==> config.mk <==
export PLATFORM = sky130hd
export DESIGN_NAME = serial_word_receiver_flat
export DESIGN_NICKNAME = d
export VERILOG_FILES = /design/src/rtl/serial_word_receiver_if.sv /design/src/rtl/serial_word_receiver.sv /design/src/flat_wrapper.sv
export SDC_FILE = /design/constraint.sdc
export NUM_CORES = 1
export LEC_CHECK = 0
export ABC_AREA = 1
export BUFFER_PORTS_ARGS = -buffer_cell sky130_fd_sc_hd__buf_2
export CORE_ASPECT_RATIO = 0.75
export CORE_MARGIN = 4
export CORE_UTILIZATION = 30
export DETAILED_ROUTE_END_ITERATION = 10
export GPL_TIMING_DRIVEN = 0
export PLACE_DENSITY = 0.53
export SLEW_MARGIN = 20
export SYNTH_ARGS = -nofsm -noshare
export SYNTH_HDL_FRONTEND = slang
export SYNTH_SLANG_ARGS = --single-unit
==> constraint.sdc <==
create_clock -name CLK -period 1.2 [get_ports CLK]
set_input_delay 0.06 -clock CLK [delete_from_list [all_inputs] [get_ports CLK]]
set_output_delay 0.06 -clock CLK [all_outputs]
set_load 0.1 [all_outputs]
==> src/rtl/serial_word_receiver_if.sv <==
// Bundle of serial-side and parallel-side signals for serial_word_receiver.
// master = serial source / consumer side, slave = the receiver itself.
interface serial_word_receiver_if #(
    parameter int WIDTH = 8
) ();
    localparam int CNT_W = $clog2(WIDTH + 2);

    logic             ser_in;
    logic             ser_valid;
    logic             sync;
    logic             dir;
    logic             out_ready;
    logic [WIDTH-1:0] A_par;
    logic             out_valid;
    logic             overrun;
    logic [CNT_W-1:0] bit_cnt;
    logic             parity_err;

    modport master (
        output ser_in, ser_valid, sync, dir, out_ready,
        input  A_par, out_valid, overrun, bit_cnt, parity_err
    );

    modport slave (
        input  ser_in, ser_valid, sync, dir, out_ready,
        output A_par, out_valid, overrun, bit_cnt, parity_err
    );
endinterface

==> src/rtl/serial_word_receiver.sv <==
// Serial-to-parallel word receiver with a one-entry valid/ready output buffer.
// Define SERIAL_RX_PARITY_EN for frames carrying a trailing even-parity bit.
module serial_word_receiver #(
    parameter int WIDTH = 8
) (
    input  logic                  CLK,
    input  logic                  Clear,
    serial_word_receiver_if.slave bus
);
    localparam int CNT_W = $clog2(WIDTH + 2);
`ifdef SERIAL_RX_PARITY_EN
    localparam int FRAME = WIDTH + 1;
`else
    localparam int FRAME = WIDTH;
`endif

    typedef enum logic {
        ST_IDLE,
        ST_RECV
    } state_t;

    state_t           state_q, state_d;
    logic             dir_q, dir_d;
    logic [WIDTH-1:0] shreg_q, shreg_d;
    logic [CNT_W-1:0] bit_cnt_q, bit_cnt_d;
    logic [WIDTH-1:0] a_par_q, a_par_d;
    logic             out_valid_q, out_valid_d;
    logic             overrun_q, overrun_d;
`ifdef SERIAL_RX_PARITY_EN
    logic             par_acc_q, par_acc_d;
    logic             parity_err_q, parity_err_d;
    logic             word_err;
`endif

    logic [WIDTH-1:0] shifted;
    logic [WIDTH-1:0] word;
    logic             accept;
    logic             last_bit;
    logic             complete;
    logic             consume;

    // sync wins over a coincident strobe, so the strobe never counts as a bit
    assign accept   = (state_q == ST_RECV) && bus.ser_valid && !bus.sync;
    assign last_bit = (bit_cnt_q == CNT_W'(FRAME - 1));
    assign complete = accept && last_bit;
    assign consume  = out_valid_q && bus.out_ready;

    assign shifted = dir_q ? {shreg_q[WIDTH-2:0], bus.ser_in}
                           : {bus.ser_in, shreg_q[WIDTH-1:1]};

`ifdef SERIAL_RX_PARITY_EN
    // The final frame bit is parity, so the data word is already complete in shreg.
    assign word     = shreg_q;
    assign word_err = par_acc_q ^ bus.ser_in;
`else
    assign word     = shifted;
`endif

    always_comb begin
        // NOTE: every variable gets its hold value first so no path can infer a latch.
        state_d     = state_q;
        dir_d       = dir_q;
        shreg_d     = shreg_q;
        bit_cnt_d   = bit_cnt_q;
        a_par_d     = a_par_q;
        out_valid_d = out_valid_q;
        overrun_d   = overrun_q;
`ifdef SERIAL_RX_PARITY_EN
        par_acc_d    = par_acc_q;
        parity_err_d = parity_err_q;
`endif

        if (bus.sync) begin
            state_d   = ST_RECV;
            dir_d     = bus.dir;
            shreg_d   = '0;
            bit_cnt_d = '0;
`ifdef SERIAL_RX_PARITY_EN
            par_acc_d = 1'b0;
`endif
        end else if (accept) begin
            bit_cnt_d = last_bit ? '0 : bit_cnt_q + CNT_W'(1);
`ifdef SERIAL_RX_PARITY_EN
            if (!last_bit) begin
                shreg_d = shifted;
            end
            par_acc_d = last_bit ? 1'b0 : (par_acc_q ^ bus.ser_in);
`else
            shreg_d = shifted;
`endif
        end

        // A buffer being drained on this edge can take the new word directly.
        if (complete && (!out_valid_q || bus.out_ready)) begin
            a_par_d     = word;
            out_valid_d = 1'b1;
`ifdef SERIAL_RX_PARITY_EN
            parity_err_d = word_err;
`endif
        end else if (complete) begin
            overrun_d = 1'b1;
        end else if (consume) begin
            out_valid_d = 1'b0;
        end
    end

    always_ff @(posedge CLK) begin
        // NOTE: non-blocking assignments keep every flop sampling pre-edge values.
        if (Clear) begin
            state_q     <= ST_IDLE;
            dir_q       <= 1'b0;
            shreg_q     <= '0;
            bit_cnt_q   <= '0;
            a_par_q     <= '0;
            out_valid_q <= 1'b0;
            overrun_q   <= 1'b0;
`ifdef SERIAL_RX_PARITY_EN
            par_acc_q    <= 1'b0;
            parity_err_q <= 1'b0;
`endif
        end else begin
            state_q     <= state_d;
            dir_q       <= dir_d;
            shreg_q     <= shreg_d;
            bit_cnt_q   <= bit_cnt_d;
            a_par_q     <= a_par_d;
            out_valid_q <= out_valid_d;
            overrun_q   <= overrun_d;
`ifdef SERIAL_RX_PARITY_EN
            par_acc_q    <= par_acc_d;
            parity_err_q <= parity_err_d;
`endif
        end
    end

    assign bus.A_par     = a_par_q;
    assign bus.out_valid = out_valid_q;
    assign bus.overrun   = overrun_q;
    assign bus.bit_cnt   = bit_cnt_q;
`ifdef SERIAL_RX_PARITY_EN
    assign bus.parity_err = parity_err_q;
`else
    assign bus.parity_err = 1'b0;
`endif
endmodule
==> src/flat_wrapper.sv <==
// flat-port wrapper written by rule: the top's interface ports become plain ports
module serial_word_receiver_flat 
#(
    parameter int WIDTH = 8
)
  (CLK, Clear, bus_ser_in, bus_ser_valid, bus_sync, bus_dir, bus_out_ready, bus_A_par, bus_out_valid, bus_overrun, bus_bit_cnt, bus_parity_err);
  serial_word_receiver_if #(.WIDTH(WIDTH)) bus_i ();
  input  logic CLK;
  input  logic Clear;
  input wire logic [$bits(bus_i.ser_in)-1:0] bus_ser_in;
  input wire logic [$bits(bus_i.ser_valid)-1:0] bus_ser_valid;
  input wire logic [$bits(bus_i.sync)-1:0] bus_sync;
  input wire logic [$bits(bus_i.dir)-1:0] bus_dir;
  input wire logic [$bits(bus_i.out_ready)-1:0] bus_out_ready;
  output wire logic [$bits(bus_i.A_par)-1:0] bus_A_par;
  output wire logic [$bits(bus_i.out_valid)-1:0] bus_out_valid;
  output wire logic [$bits(bus_i.overrun)-1:0] bus_overrun;
  output wire logic [$bits(bus_i.bit_cnt)-1:0] bus_bit_cnt;
  output wire logic [$bits(bus_i.parity_err)-1:0] bus_parity_err;
  assign bus_i.ser_in = bus_ser_in;
  assign bus_i.ser_valid = bus_ser_valid;
  assign bus_i.sync = bus_sync;
  assign bus_i.dir = bus_dir;
  assign bus_i.out_ready = bus_out_ready;
  assign bus_A_par = bus_i.A_par;
  assign bus_out_valid = bus_i.out_valid;
  assign bus_overrun = bus_i.overrun;
  assign bus_bit_cnt = bus_i.bit_cnt;
  assign bus_parity_err = bus_i.parity_err;
  serial_word_receiver #(.WIDTH(WIDTH)) u_core (.CLK(CLK), .Clear(Clear), .bus(bus_i));
endmodule
==> impl_metrics.yaml, run 1 <==
sta:
  finalSetupTns_ns: 0
  slew_violations: 0
  period_minus_slack_ns: 1.162
  holdWs_ns: 0.01170
  setup_viol: 0
  timing.fmax_mhz: 860.8
  fin_skew_ns: 0.01248
  rsz0062_at_grt: "yes"
  finalHoldViolations: 0
  fin_crit_sh: 0.9681
logic_synthesis:
  synth.most_common_cell: "nand2_1"
  synth_fa_ha_area_frac: 0.01101
  synth_compound_area_frac: 0.1421
  synth_warnings: 0
  synth_top_cell_by_area: "dfxtp_1"
  synth_area_um2: 1136
  ys_async_sr_fraction: 0
  synth_xor_area_frac: 0
  ys.flop_type: "dfxtp_1"
  yosys.area_share.simple: 0.2709
  synth_cell_types: 21
  ys_top_cells_by_area: "dfxtp_1 (42%), nand2_1 (12%), inv_1 (11%), o21ai_0 (7.5%), nor2_1 (5.9%)"
  synth_top_area_share: 0.4229
  ys_seq_elements: 24
  postSynthAreaPerCell_um2: 6.927
  synth_edf_count: 0
  syn-num-nets: 172
  synth_top_family_by_area: "simple AND/OR/NAND/NOR gates"
  synth.top_cells.by_count: "nand2_1 (35), inv_1 (32), dfxtp_1 (24)"
  synth-seq-area-share: 0.4229
  synthCells: 164
  synth_mux_area_frac: 0
clocking:
  cts_buffers: 3
  cts.sinks: 24
  ctsHoldBuffers: 0
  clock_path_buffers: 2
  cts_tree: "done"
  clk_pin_slew_ns: 0.10
  root_buffer: "clkbuf_8"
  htree_levels: 1
  insertion_delay_ns: 0.28
detailed_routing:
  drtIter0Drc: 49
  wl_met1_um: 1393
  totalWireLength_um: 2571
  routed-wl-met2_um: 1048
  via_per_inst: 4.152
  ant_nets: 0
  vias: 1009
  routed.top_layer: "met4"
  dr.pass1.iters: 4
  drc: 0
  route.met3.wl_um: 113
  wl_per_cell_um: 10.58
finish:
  drive_above_1_share: 0.2618
  stdcell_area_um2: 1438
  fin_cells: 243
  utilization: 0.3927
  finalNetCount: 200
  area_delta_synth_final_pct: 26.54
  antennaDiodeCount: 0
setup_path:
  r2r_slack_ns: 0.05
  cp.required_ns: 1.14
  setup.worst_path.class: "flip-flop to output port"
  path_cells: "buf_2"
  slowest_delay_ns: 0.43
  r2r_end: "u_core.bus.A_par[1]"
  critical_path_arrival_ns: 1.10
  cp.buffers_inverters: 1
  crit_slowest_cell: "buf_2"
  reg2regPathDepth: 7
  crit_family: "buffers and inverters"
  critPathMaxFanout: 5
  startpoint_type: "flip-flop"
  reg2reg_from: "u_core.bus.bit_cnt[0]"
  critPathCaptureType: "output port"
global_route:
  grt_pass1_wl_um: 4195
  grt_max_degree: 14
  grt_usage: 0.1131
  grt_overflow: 0
  antenna_found_initial: 0
  grt_pass1_vias: 878
hold_path:
  min_from: "Clear"
  hold_path.class: "primary input to flip-flop"
  holdPathEnd: "u_core.bus.out_valid"
  whs_path_depth: 2
floorplanning:
  io_pins: 22
  core_area_um2: 3661
  die_w_um: 79.06
  rows: 19
  start_util: 0.3103
  die_h_um: 61.30
  die_area_um2: 4846
power:
  vdd_drop_max_mv: 0.6609
  p_leak_nw: 0.6478
  powerDensity_nw_per_um2: 1060
place:
  placed_area_um2: 1335
  port_buffers: 20
  dpl.hpwl_um: 1817
  gp_congestion: 0.7846
  dp_cells: 236
status:
  run_status: "completed"
flow_run:
  max_cap_viol_count: 0
==> per-stage QoR <==
step	setup slack (ns)	total power [mW]
3_3_place_gp	-0.01487	0.9717
2_1_floorplan	-0.1184	0.9321
5_1_grt	-0.02680	1.579
4_1_cts	0.01081	1.532
6_report	0.03824	1.523
3_5_place_dp	-0.01089	0.9706
==> how the worst max path moves through the flow <==
stage,startpoint,to,slack [ns],depth (start not counted)
floorplan,u_core.bus.bit_cnt[0],u_core.bus.A_par[0],-0.12,6
global placement,u_core.bus.bit_cnt[0],u_core.bus.A_par[1],-0.01,6
detailed placement,u_core.bus.bit_cnt[0],u_core.bus.A_par[5],-0.01,6
CTS,u_core.bus.bit_cnt[0],u_core.bus.A_par[5],0.01,6
global route,u_core.bus.bit_cnt[0],u_core.bus.A_par[2],-0.03,6
finish,u_core.bus.bit_cnt[2],bus_bit_cnt[2],0.04,1
==> cells in the final DEF (no fill, tap or decap), types with 3 or more instances in the layout <==
cell type	count
inv_1	32
nand2_1	32
buf_2	21
nor2_1	18
dfxtp_1	18
o21ai_0	17
a21oi_1	10
nand3_1	9
clkbuf_8	4
dfxtp_4	4
nor2_4	3
nand2_2	3
buf_4	3
==> per-layer routing <==
layer | track usage | up-vias
li1 | - | 557
met1 | 0.1576 | 435
met2 | 0.1691 | 15
met3 | 0.03801 | 2
met4 | 0.02941 | 0
met5 | 0 | -
==> state kept, by name (all words and copies together) (netlist names) <==
signal / count
u_core.bus.overrun: 1
u_core.shreg_q: 8
u_core.bus.A_par: 8
u_core.bus.out_valid: 1
u_core.bus.bit_cnt: 4
u_core.dir_q: 1
u_core.state_q: 1
==> cells by family after synthesis <==
kind of cell,Yosys count
and+or+nand+nor,68
buffers and inverters,39
AOI/OAI and AO/OA,31
DFF,24
adders and majority gates,1
other,1
==> worst reg2reg max path, stage by stage (launching register included) <==
cell and delay, ns:
dfxtp_4 0.38, ha_4 0.16, nand2_4 0.06, nor2_4 0.14
nand3_4 0.15, nand2_1 0.10, inv_1 0.04, nor2_1 0.07
==> what timing repair did <==
action / in CTS / in global routing
setup endpoints to repair: 2 / 12
cloned: 0 / 1
setup buffers: 0 / 2
pin swaps: 1 / 9
gates resized for setup: 1 / 7
==> power breakdown <==
group	internal, mW	switching (mW)	leakage (nW)	total [mW]
clock network	0.294	0.275	0.0288	0.568
logic	0.0443	0.0955	0.421	0.140
registers	0.801	0.0143	0.198	0.815
total	1.14	0.384	0.648	1.52
==> layout make-up <==
type,instances,area [um2]
plain buffers,5,40.04
fillers,421,2223
well taps,52,65.06
clock buffers,4,55.05
inverters,34,130.1
multi-input cells,102,531.8
repair buffers,22,117.6
flip-flops and latches,24,498.0
No activity file was read; power rests on OpenSTA's default activity.
==> run 2, diff against run 1 <==
CAP_MARGIN = 10   (was default)
clock period = 1 ns   (was 1.2 ns; I/O delays follow)
==> run 2 against run 1 <==
The flow now finishes with violations (setup timing). Register-to-register slack got worse by 0.21 ns. Non-clock buffer count increased by 5. Sequential cell count unchanged. Sequential share of layout area fell by 2.7 points.
==> impl_metrics.yaml, run 2 (synthesized netlist as in run 1, its figures left out) <==
hold_path:
  min_from: "Clear"
  hold_path.class: "primary input to flip-flop"
detailed_routing:
  vias: 1034
  ant_nets: 0
  drtIter0Drc: 45
  drc: 0
  totalWireLength_um: 2600
  dr.pass1.iters: 4
  via_per_inst: 4.169
  wl_per_cell_um: 10.48
flow_run:
  max_cap_viol_count: 0
finish:
  antennaDiodeCount: 0
  utilization: 0.4316
  final_common_cell: "nand2_1"
  finalNetCount: 205
  fin_cells: 248
  area_delta_synth_final_pct: 39.10
  drive_above_1_share: 0.3367
  n_fill_cell: 404
  layout_common_cells: "nand2_1 (30), inv_1 (29), buf_4 (19), dfxtp_1 (17), nor2_1 (16)"
clocking:
  cts_tree: "done"
  clock_path_buffers: 2
  root_buffer: "clkbuf_8"
  cts_buffers: 3
  clk_pin_slew_ns: 0.08
  htree_levels: 1
  cts.sinks: 24
  insertion_delay_ns: 0.26
place:
  gp_congestion: 0.7729
  port_buffers: 20
  dpl.hpwl_um: 1743
  dp_cells: 236
sta:
  period_minus_slack_ns: 1.158
  setup_viol: 14
  finalSetupTns_ns: -1.621
  timing.fmax_mhz: 863.2
  fin_ws_ns: -0.1585
  fin_skew_ns: 0.002121
  rsz0062_at_grt: "yes"
  fin_crit_sh: 1.158
  holdWs_ns: 0.005919
  finalHoldViolations: 0
  slew_violations: 0
setup_path:
  critPathMaxFanout: 5
  r2r_end: "u_core.bus.A_par[7]"
  reg2reg_from: "u_core.bus.bit_cnt[1]"
  startpoint_type: "flip-flop"
  endpoint: "u_core.bus.A_par[7]"
  reg2regPathDepth: 6
  critPathCaptureType: "flip-flop"
  r2r_slack_ns: -0.16
  cp.required_ns: 1.17
  setup.worst_path.class: "flip-flop to flip-flop"
  critical_path_arrival_ns: 1.33
  crit_start: "u_core.bus.bit_cnt[1]"
global_route:
  use_met2: 0.1871
  met1_usage: 0.1656
  grt_usage: 0.1208
  grt_pass1_vias: 932
  grt_overflow: 0
  antenna_found_initial: 0
  grt_max_degree: 14
  met3_usage: 0.02924
  grt_pass1_wl_um: 4526
  busiest_layer: "met2"
power:
  p_leak_nw: 0.6810
  powerDensity_nw_per_um2: 1111
  vdd_drop_max_mv: 0.9593
floorplanning:
  io_pins: 22
  die_w_um: 79.06
  start_util: 0.3103
  core_area_um2: 3661
  die_h_um: 61.30
  die_area_um2: 4846
  rows: 19
status:
  violations: "setup timing"
  run_status: "finished, violations left"
==> run 2: cell types whose count changed in the layout (fill, tap and decap cells not counted), sizes merged <==
cell / previous run / this run
buf: 26 / 31
==> run 2: how the worst min path moves through the flow <==
stage	to	slack (ns)	cells past startpoint
finish	u_core.bus.out_valid	0.006	2
global route	u_core.bus.out_valid	0.00002	2
floorplan	u_core.bus.out_valid	0.11	1
detailed placement	u_core.bus.out_valid	0.29	2
CTS	u_core.bus.out_valid	-0.006	2
global placement	u_core.dir_q	0.29	3
==> run 2: layout make-up <==
cell class	count	area, um2	share of cell area
plain buffers	5	43.79	0.02771
clock buffers	4	45.04	0.02850
inverters	34	132.6	0.08393
multi-input cells	102	568.0	0.3595
flip-flops and latches	24	504.2	0.3191
well taps	52	65.06	0.04117
repair buffers	27	221.5	0.1401
==> run 2: power breakdown <==
part           switching (mW)  internal, mW  total, mW
logic                   0.120        0.0699      0.190
clock network           0.304         0.285      0.589
registers              0.0176         0.959      0.977
==> run 2: metal layers <==
metal / share of wire / up-vias
li1: - / 566
met1: 0.52 / 453
met2: 0.44 / 13
met3: 0.035 / 2
met4: 0.0088 / 0
met5: 0 / -
==> run 2: what timing repair did <==
action                                 4_1_cts  5_1_grt
setup buffers                                2        4
resized for setup                           28       22
cloned                                       1        1
pin swaps                                   20       10
endpoints found under the hold margin        1        0
setup endpoints to repair                   34       24
==> run 2: per-stage QoR <==
step                total power [mW]  cell area [um2]  setup slack [ns]
floorplan                      1.119             1170           -0.3184
global placement               1.165             1335           -0.2132
detailed placement             1.164             1335           -0.2116
CTS                            1.763             1479           -0.1548
global route                   1.842             1580           -0.2518
finish                         1.756             1580           -0.1585
==> run 2: worst max-delay path, stage by stage, from the launching register on <==
cell     delay [ns]
dfxtp_4        0.38
ha_4           0.17
nand3_4        0.11
nor2_4         0.19
nand3_1        0.09
nand2_1        0.07
nor2_1         0.05
